**src/rtl/anubis_pkg.sv**
```systemverilog
// Shared constants, state encoding and helpers for the Anubis-128 round-key store.
package anubis_pkg;

    localparam int NUM_ROUND_KEYS = 13;
    localparam int KEY_W          = 128;
    localparam int MAX_ROUND_IDX  = 12;

    localparam logic [1:0] ST_IDLE    = 2'd0;
    localparam logic [1:0] ST_COLLECT = 2'd1;
    localparam logic [1:0] ST_READY   = 2'd2;
    localparam logic [1:0] ST_ZEROIZE = 2'd3;

    typedef enum logic [1:0] {
        S_IDLE    = ST_IDLE,
        S_COLLECT = ST_COLLECT,
        S_READY   = ST_READY,
        S_ZEROIZE = ST_ZEROIZE
    } state_t;

    function automatic logic [3:0] popcount13(input logic [NUM_ROUND_KEYS-1:0] v);
        logic [3:0] c;
        c = 4'd0;
        for (int i = 0; i < NUM_ROUND_KEYS; i++) begin
            c = c + {3'd0, v[i]};
        end
        return c;
    endfunction

endpackage

```
**src/rtl/key_reg_file.sv**
```systemverilog
// Round-key storage: one-hot per-slot synchronous write, registered read with synchronous clear.
module key_reg_file #(
    parameter int NUM_KEYS = 13,
    parameter int KEY_W    = 128
) (
    input  logic                clk,
    input  logic [NUM_KEYS-1:0] wr_sel,
    input  logic [KEY_W-1:0]    wr_data,
    input  logic                rd_en,
    input  logic                rd_clr,
    input  logic [3:0]          rd_addr,
    output logic [KEY_W-1:0]    rd_data
);

    logic [KEY_W-1:0] mem [NUM_KEYS];

    // Slot writes; contents are deliberately not reset.
    always_ff @(posedge clk) begin
        for (int i = 0; i < NUM_KEYS; i++) begin
            if (wr_sel[i]) begin
                mem[i] <= wr_data;
            end
        end
    end

    // Read register: clear dominates, otherwise hold between reads.
    always_ff @(posedge clk) begin
        if (rd_clr) begin
            rd_data <= '0;
        end else if (rd_en) begin
            rd_data <= mem[rd_addr];
        end
    end

endmodule

```
**src/rtl/round_key_store.sv**
```systemverilog
// Round-key buffer between key schedule and round datapath, with reversible read order.
// Optional zeroize sweep on reset/abort enabled by defining KEY_STORE_ZEROIZE_EN.
module round_key_store #(
    parameter int NUM_KEYS = 13,
    parameter int KEY_W    = 128
) (
    input  logic             clk,
    input  logic             reset,
    input  logic             load,
    input  logic             encrypt,
    input  logic [KEY_W-1:0] round_key_in,
    input  logic [3:0]       key_number_in,
    input  logic             rd_req,
    input  logic [3:0]       rd_index,
    output logic [KEY_W-1:0] rd_key,
    output logic             rd_valid,
    output logic             rd_err,
    output logic             keys_ready,
    output logic [3:0]       key_count,
    output logic             busy
);

    import anubis_pkg::*;

`ifdef KEY_STORE_ZEROIZE_EN
    localparam state_t RESET_STATE = S_ZEROIZE;
    localparam state_t ABORT_STATE = S_ZEROIZE;
    logic [3:0] zero_idx_r;
`else
    localparam state_t RESET_STATE = S_IDLE;
    localparam state_t ABORT_STATE = S_IDLE;
`endif

    state_t               state_r;
    state_t               state_nx;
    logic [NUM_KEYS-1:0]  valid_r;
    logic [NUM_KEYS-1:0]  valid_nx;
    logic [3:0]           last_num_r;
    logic [3:0]           key_count_r;
    logic                 dir_r;
    logic                 load_prev_r;
    logic                 rd_valid_r;
    logic                 rd_err_r;

    logic                 load_rise;
    logic                 capture;
    logic [3:0]           cap_slot;
    logic [NUM_KEYS-1:0]  wr_sel;
    logic [KEY_W-1:0]     wr_data;
    logic                 rd_en;
    logic                 rd_clr;
    logic [3:0]           rd_addr;
    logic                 rd_valid_nx;
    logic                 rd_err_nx;

    assign load_rise = load & ~load_prev_r;
    assign capture   = (key_number_in != last_num_r) &&
                       (key_number_in >= 4'd1) && (key_number_in <= 4'(NUM_KEYS));
    assign cap_slot  = key_number_in - 4'd1;

    // Next-state, slot write and read-port control.
    always_comb begin
        state_nx    = state_r;
        valid_nx    = valid_r;
        wr_sel      = '0;
        wr_data     = round_key_in;
        rd_en       = 1'b0;
        rd_addr     = 4'd0;
        rd_valid_nx = 1'b0;
        rd_err_nx   = 1'b0;

        case (state_r)
            S_IDLE: begin
                if (load_rise) begin
                    state_nx = S_COLLECT;
                    valid_nx = '0;
                end else begin
                    state_nx = S_IDLE;
                end
            end
            S_COLLECT: begin
                if (!load) begin
                    state_nx = ABORT_STATE;
                    valid_nx = '0;
                end else if (&valid_r) begin
                    state_nx = S_READY;
                end else if (capture) begin
                    wr_sel   = {{(NUM_KEYS-1){1'b0}}, 1'b1} << cap_slot;
                    valid_nx = valid_r | wr_sel;
                end else begin
                    state_nx = S_COLLECT;
                end
            end
            S_READY: begin
                if (load_rise) begin
                    state_nx = S_COLLECT;
                    valid_nx = '0;
                end else begin
                    state_nx = S_READY;
                end
            end
`ifdef KEY_STORE_ZEROIZE_EN
            S_ZEROIZE: begin
                wr_sel  = {{(NUM_KEYS-1){1'b0}}, 1'b1} << zero_idx_r;
                wr_data = '0;
                if (zero_idx_r == 4'(MAX_ROUND_IDX)) begin
                    state_nx = S_IDLE;
                end else begin
                    state_nx = S_ZEROIZE;
                end
            end
`endif
            default: begin
                state_nx = RESET_STATE;
                valid_nx = '0;
            end
        endcase

        // A re-entry load edge pre-empts a read issued in the same cycle.
        if (rd_req) begin
            if ((state_r == S_READY) && !load_rise && (rd_index <= 4'(MAX_ROUND_IDX))) begin
                rd_en       = 1'b1;
                rd_valid_nx = 1'b1;
                rd_addr     = dir_r ? rd_index : (4'(MAX_ROUND_IDX) - rd_index);
            end else begin
                rd_err_nx = 1'b1;
            end
        end else begin
            rd_err_nx = 1'b0;
        end

        if (reset) begin
            wr_sel = '0;
            rd_en  = 1'b0;
        end else begin
            rd_en = rd_en;
        end

        rd_clr = reset | rd_err_nx;
    end

    // Control and status registers.
    always_ff @(posedge clk) begin
        if (reset) begin
            state_r     <= RESET_STATE;
            valid_r     <= '0;
            last_num_r  <= 4'd0;
            key_count_r <= 4'd0;
            dir_r       <= 1'b0;
            load_prev_r <= 1'b0;
            rd_valid_r  <= 1'b0;
            rd_err_r    <= 1'b0;
        end else begin
            state_r     <= state_nx;
            valid_r     <= valid_nx;
            key_count_r <= popcount13(valid_nx);
            last_num_r  <= key_number_in;
            load_prev_r <= load;
            rd_valid_r  <= rd_valid_nx;
            rd_err_r    <= rd_err_nx;
            if ((state_nx == S_COLLECT) && (state_r != S_COLLECT)) begin
                dir_r <= encrypt;
            end
        end
    end

`ifdef KEY_STORE_ZEROIZE_EN
    // Sweep pointer, restarted on every entry into the zeroize state.
    always_ff @(posedge clk) begin
        if (reset) begin
            zero_idx_r <= 4'd0;
        end else if ((state_nx == S_ZEROIZE) && (state_r != S_ZEROIZE)) begin
            zero_idx_r <= 4'd0;
        end else if (state_r == S_ZEROIZE) begin
            zero_idx_r <= zero_idx_r + 4'd1;
        end
    end

    assign busy = (state_r == S_ZEROIZE);
`else
    assign busy = 1'b0;
`endif

    assign keys_ready = (state_r == S_READY);
    assign key_count  = key_count_r;
    assign rd_valid   = rd_valid_r;
    assign rd_err     = rd_err_r;

    key_reg_file #(
        .NUM_KEYS (NUM_KEYS),
        .KEY_W    (KEY_W)
    ) u_key_reg_file (
        .clk     (clk),
        .wr_sel  (wr_sel),
        .wr_data (wr_data),
        .rd_en   (rd_en),
        .rd_clr  (rd_clr),
        .rd_addr (rd_addr),
        .rd_data (rd_key)
    );

endmodule

```
**config.mk**
```make
export PLATFORM = sky130hd
export DESIGN_NAME = round_key_store
export DESIGN_NICKNAME = d
export VERILOG_FILES = /design/src/rtl/anubis_pkg.sv /design/src/rtl/key_reg_file.sv /design/src/rtl/round_key_store.sv
export SDC_FILE = /design/constraint.sdc
export NUM_CORES = 2
export LEC_CHECK = 0
export CAP_MARGIN = 20
export CORE_MARGIN = 1.5
export CORE_UTILIZATION = 55
export CTS_CLUSTER_DIAMETER = 150
export CTS_CLUSTER_SIZE = 24
export DETAILED_ROUTE_END_ITERATION = 12
export PLACE_DENSITY = 0.74
export SYNTH_ARGS = -nofsm -noshare
export SYNTH_HDL_FRONTEND = slang
export SYNTH_SLANG_ARGS = --single-unit
```
**constraint.sdc**
```tcl
create_clock -name clk -period 34.7 [get_ports clk]
set_clock_uncertainty 0.1 [all_clocks]
set_input_delay 3.47 -clock clk [delete_from_list [all_inputs] [get_ports clk]]
set_output_delay 3.47 -clock clk [all_outputs]
set_load 0.02 [all_outputs]
```
* Yosys cells after proc, flatten, opt, wreduce, memory -nomap -nowiden
Memory sizes are Yosys's and may differ from the RTL's. A register that Yosys moved wholly into a read port is not among the register bits. Cells that the tools add are included.
Word-level totals: bits in registers 27, bits in writable memories 1664, logic and storage cells 95, memories kept 1
Cells by class: add/sub/neg operators 14, magnitude comparators 3, equality and inequality tests 5, shifts and indexed selects 1, multiplexer cells 50, bitwise gates (word level) 4, reduce and logical (&&, ||, !) cells 9
Memory list:
- u_key_reg_file.mem | depth 13, bits a word 128, read ports 1, clocked after memory_dff 1, write ports 13, RTL line key_reg_file.sv:15 | logic [KEY_W-1:0] mem [NUM_KEYS];
Operator list (number):
- two-way mux 13 bit | 9
- adder 4 x 1 -> 4 bit | 9
- two-way mux 1 bit | 32
- case mux 13 bit (2 select lines) | 1
- bitwise OR 13 bit | 1
- AND reduction 13 bit | 1
- << shifter 1 x 4 -> 13 bit (first input constant) | 1
- two-way mux 4 bit | 3
- less-or-equal comparator 4 bit (second input constant) | 2
- two-way mux 2 bit | 4
- case mux 2 bit (3 select lines) | 1
- logical AND 1 bit | 5
- adder 3 x 1 -> 4 bit | 1
- == test 2 x 1 -> 1 bit (second input constant) | 2
- greater-or-equal comparator 4 x 1 -> 1 bit (second input constant) | 1
- inequality test 4 bit | 1
- subtractor 4 x 1 -> 4 bit (second input constant) | 1
- subtractor 4 bit (first input constant) | 1
- adder 2 x 1 -> 3 bit | 1
- adder 1 x 1 -> 2 bit | 1
- == test 2 bit (second input constant) | 1
- logical NOT 2 bit | 1
- inequality test 2 x 1 -> 1 bit (second input constant) | 1
- OR reduction 2 bit | 1
- other kinds (4) | 4

* Longest topological paths before layout
depth after elaboration 19, mapped depth 17

* By module
A second synthesis with hierarchy kept.
Second synthesis, totals: cells, all modules 4300, area, all modules 70614.0 um^2
By module, submodules not included:
- key_reg_file | instances 1, cells each 4102, area an instance 68919.8 um^2
- round_key_store | instances 1, cells each 198, area an instance 1694.1 um^2

* Least setup slack after synthesis
No wires, ideal clock.
path type input -> register, start input key_number_in[1], end memory u_key_reg_file.mem[8][0], enable pin, setup time 0.929 ns, arrival 16.649 ns, required time 33.671 ns, slack 17.022 ns, stages on the path 6, buffers on the path 1, cell sequence clkbuf_1 xor2_1 o41ai_1 nor3_1 nand2b_1 nor4_1
RTL lines:
- from (decl) | RTL line round_key_store.sv:12 | input logic [3:0] key_number_in,
- to (decl) | RTL line key_reg_file.sv:15

* Worst setup path in the final report
start input key_number_in[1], end register key_count_r[2] (netlist: key_count[2])
RTL lines:
- subtractor 4 x 1 -> 4 bit (tied with other cells) | RTL line round_key_store.sv:59 | assign cap_slot = key_number_in - 4'd1;
- << shifter 1 x 4 -> 13 bit / logical AND 1 bit (equally long branches) | RTL line round_key_store.sv:88, round_key_store.sv:57
- bitwise OR 13 bit / logical AND 1 bit (equally long branches) | RTL line round_key_store.sv:89, round_key_store.sv:58
- two-way mux 13 bit * | RTL line round_key_store.sv:87 | end else if (capture) begin
- two-way mux 13 bit * | RTL line round_key_store.sv:85 | end else if (&valid_r) begin
- two-way mux 13 bit * | RTL line round_key_store.sv:82 | if (!load) begin
- case mux 13 bit (2 select lines) * | RTL line round_key_store.sv:72 | case (state_r)
- named net valid_nx[7] | RTL line round_key_store.sv:37 | logic [NUM_KEYS-1:0] valid_nx;
- adder 4 x 1 -> 4 bit * (6 in a row) | RTL line anubis_pkg.sv:24 | c = c + {3'd0, v[i]};
- to (signal assigned) | RTL line round_key_store.sv:156 | key_count_r <= popcount13(valid_nx);
- to (decl) | RTL line round_key_store.sv:39 | logic [3:0] key_count_r;
Mark *: on every way through the listed nets, which the timed path passes. The rest lies on a longest branch. A chain may end at the register's enable or synchronous reset.

==> run_results.csv <==
group,metric,value,unit
outcome,run_status,"complete, no violations",
synthesis,async_flop_share,0,
placement,dp_hpwl,96600,um
final_layout,nNetsFinal,5500,
timing,slew_viol_final,0,
die,initial_core_util,0.557,
worst_hold_path,hold_path_depth,2,
power,p_clk_frac,0.301,
clock_network,clock-sinks,1819,
power,swShare,0.226,
final_layout,area_growth,9.69,%
synthesis,yosysWarnings,0,
timing,hold_viol_final,0,
clock_network,insertion_delay,720,ps
global_route,grt_first_pass_wirelength,298000,um
timing,slew_headroom,0.168,
placement,placed_cells,6988,
placement,place_congestion,0.811,
clock_network,clk_pin_slew_worst_paths,100,ps
synthesis,synth-seq-area-share,0.744,
placement,port-buffer-count,275,
critical_path,start_kind,"input port",
timing,finalSetupViolations,0,
timing,tightest_slew,1250,ps
critical_path,cp_data_arrival_time,9050,ps
final_layout,fillers,9540,
worst_hold_path,hold_class,"register to register",
global_route,grt_max_degree,195,
clock_network,hold_buffers,0,
clock_network,clock_path_buffers,3,
clock_network,cts-root-buf,"clkbuf_16",
synthesis,synth_edf_count,1664,
critical_path,slowest_delay,780,ps
timing,rsz0062_at_grt,"no",
timing,fin_crit,8550,ps
detailed_routing,vias,47700,
die,core,128000,sq um
synthesis,syn_area_per_cell,13.5,sq um
run,max_cap_viol_count,0,
power,power_density,48.5,nW/um^2
critical_path,critPathSlowestCell,"o41ai_1",
critical_path,rrSetupSlack,29250,ps
global_route,grt.overflow.total,0,
power,switchingPower,858,uW
synthesis,synth_cell_types,50,
synthesis,synth-seq-cells,1819,
detailed_routing,drtIter0Drc,7324,
global_route,antenna_found_initial,34,
detailed_routing,wl_per_cell,28.8,um
clock_network,cts-resized-gates,0,
global_route,track_usage,0.306,
critical_path,worstSetupPathType,"input port to register",
final_layout,fin_cells,7166,
detailed_routing,wl,207000,um
critical_path,path_cells,"clkdlybuf4s50_1 > xor2_1 > o41ai_1 > o22ai_1 > and2_1 > a22o_1 > fa_1 > inv_1 > fa_1 > fa_1 > fa_1 > inv_1 > fa_1 > fa_1 > xnor2_1 > nor2_1",
power,p_int,2.94,mW
die,ios,277,
global_route,grt_pass1_vias,45100,
critical_path,worstReg2RegEnd,"key_count[2]$_SDFF_PP0_",
critical_path,rr_startpoint,"last_num_r[1]$_SDFF_PP0_",
synthesis,syn_area,71400,sq um
detailed_routing,drc_errors,0,
critical_path,cp_common_cell,"fa_1",
clock_network,cts_tree,"done",
worst_hold_path,hold_end,"valid_r[1]$_SDFF_PP0_",
detailed_routing,ant_nets,0,
power,share_comb_of_total_power,0.066,
die,die_height,363,um
synthesis,synth_cells,5290,
final_layout,layout-drive-gt1-share,0.0392,
final_layout,final_util,0.611,
clock_network,numCtsBuffers,85,
power,ir_drop,0.0000403,V
die,rows,131,
die,die-width,363,um
power,seqPwrFrac,0.633,
detailed_routing,avgViaCountPerCell,6.66,
detailed_routing,drt_pass1_iterations,8,
timing,max_freq,0.117,GHz
synthesis,synth_flop_cell,"edfxtp_1",
worst_hold_path,min_from,"valid_r[1]$_SDFF_PP0_",
clock_network,h-tree-depth,3,
critical_path,path_max_fanout,12,
timing,fin_crit_sh,0.246,
critical_path,rr_worst_depth,15,
die,die_area,132000,sq um
critical_path,cp-end-kind,"register",
timing,tns,0,ps
synthesis,synth_nets,5443,
critical_path,critPathRequiredTime,35200,ps
power,p_leak,24.8,nW
clock_network,post_cts_buffers,0,
## layout make-up
cell class / count / area, sq um / area share
Antenna cell: 22 / 55.1 / 0.000703
Clock buffer: 148 / 2380 / 0.0305
Clock inverter: 7 / 105 / 0.00134
Inverter: 13 / 48.8 / 0.000623
Multi-Input combinational cell: 3069 / 16900 / 0.216
Sequential cell: 1819 / 53100 / 0.678
Tap cell: 1729 / 2160 / 0.0276
Timing Repair Buffer: 359 / 3520 / 0.0450
## sequential cells by signal, summed over array words and instances (netlist names)
register / count
dir_r: 1
key_count: 4
last_num_r: 4
load_prev_r: 1
rd_err: 1
rd_valid: 1
state_r: 2
u_key_reg_file.mem: 1664
u_key_reg_file.rd_data: 128
valid_r: 13
## cells by family (layout without fill, tap and decap cells)
kind of cell | Yosys count | in the layout | synth area share
mux | 132 | 132 | 0.0185
simple gates | 1605 | 1605 | 0.0956
xor+xnor | 5 | 5 | 0.000614
fa+ha+maj | 12 | 12 | 0.00295
compound gates | 1314 | 1314 | 0.116
flops | 1819 | 1819 | 0.744
other cells | 1 | 23 | 0.0000526
buf+inv | 402 | 527 | 0.0224
## per-layer routing
metal | GRT usage | vias up | part of all wire
li1 | - | 20300 | -
met1 | 0.434 | 23800 | 0.38
met2 | 0.481 | 3169 | 0.47
met3 | 0.0572 | 429 | 0.12
met4 | 0.105 | 30 | 0.029
met5 | 0 | - | 0.00085
## power by group through the flow
| stage | clock network, mW | registers (mW) | logic [mW] |
|---|---|---|---|
| 3_5_place_dp | 0 | 2.46 | 0.246 |
| 2_1_floorplan | 0 | 2.46 | 0.121 |
| 6_report | 1.14 | 2.41 | 0.252 |
| 5_1_grt | 1.22 | 2.41 | 0.267 |
| 3_3_place_gp | 0 | 2.45 | 0.240 |
| 4_1_cts | 1.15 | 2.41 | 0.247 |
## how the worst max path moves through the flow
stage	from	end	slack, ps	cells after the start
2_1_floorplan	key_number_in[1]	u_key_reg_file.mem[8][0]$_DFFE_PP_	17020	6
3_3_place_gp	key_number_in[1]	key_count[2]$_SDFF_PP0_	25620	16
3_5_place_dp	key_number_in[1]	key_count[2]$_SDFF_PP0_	25470	16
4_1_cts	key_number_in[1]	key_count[2]$_SDFF_PP0_	26190	16
5_1_grt	key_number_in[1]	key_count[2]$_SDFF_PP0_	25920	16
6_report	key_number_in[1]	key_count[2]$_SDFF_PP0_	26150	16
## cells in the final DEF (no fill, tap or decap), drive strengths merged, types with 136 or more instances in the layout
master,netlist,routed
clkbuf,333,148
a31oi,243,243
edfxtp,1664,1664
nand3,260,260
clkdlybuf4s50,0,273
o21ai,389,389
nor2,638,638
a22oi,136,136
dfxtp,155,155
nand2,524,524
## per-stage QoR
step / power [mW] / hold WS (ps) / setup WS [ps] / instance area [sq um]
after floorplan: 2.58 / 347 / 17020 / 71400
after global placement: 2.70 / 385 / 25620 / 75700
after detailed placement: 2.70 / 392 / 25470 / 75700
after CTS: 3.80 / 415 / 26190 / 78200
after global routing: 3.90 / 428 / 25920 / 78200
final: 3.80 / 414 / 26150 / 78300
## worst max-delay path: cells and delay by family
kind,cells,cell delay (ps)
buffers and inverters,3,670
adder cells (fa/ha/maj),6,2880
AO/OA/AOI/OAI,3,1250
XOR/XNOR,2,400
AND/OR/NAND/NOR,2,370
## synthesized netlist by cell type, types with 2 or more instances
cell         n  share of area
edfxtp_1  1664           0.70
nor2_1     638          0.034
nand2_1    524          0.028
clkbuf_1   333          0.018
nand3_1    260          0.018
o21ai_0    260          0.018
a31oi_1    243          0.021
dfxtp_1    155          0.043
a22oi_1    136          0.014
a21oi_1    132         0.0093
nand4_1    132          0.012
mux2i_1    131          0.018
o21ai_1    129         0.0090
o22ai_1    129          0.011
a211o_1    128          0.016
o211ai_1   128          0.013
buf_2       23         0.0016
buf_1       17        0.00089
buf_4       16         0.0017
a311oi_1    12         0.0015
nor2b_1     12         0.0011
inv_1       11        0.00058
nand2b_1    10        0.00088
nor3_1      10        0.00070
a22o_1       9         0.0011
fa_1         8         0.0022
ha_1         4        0.00070
xor2_1       4        0.00049
a21o_1       3        0.00032
nor4_1       3        0.00026
or3_1        3        0.00026
and2_1       2        0.00018
and3b_1      2        0.00025
or2_2        2        0.00018
or4_1        2        0.00021
No activity file was read; power rests on OpenSTA's default activity.
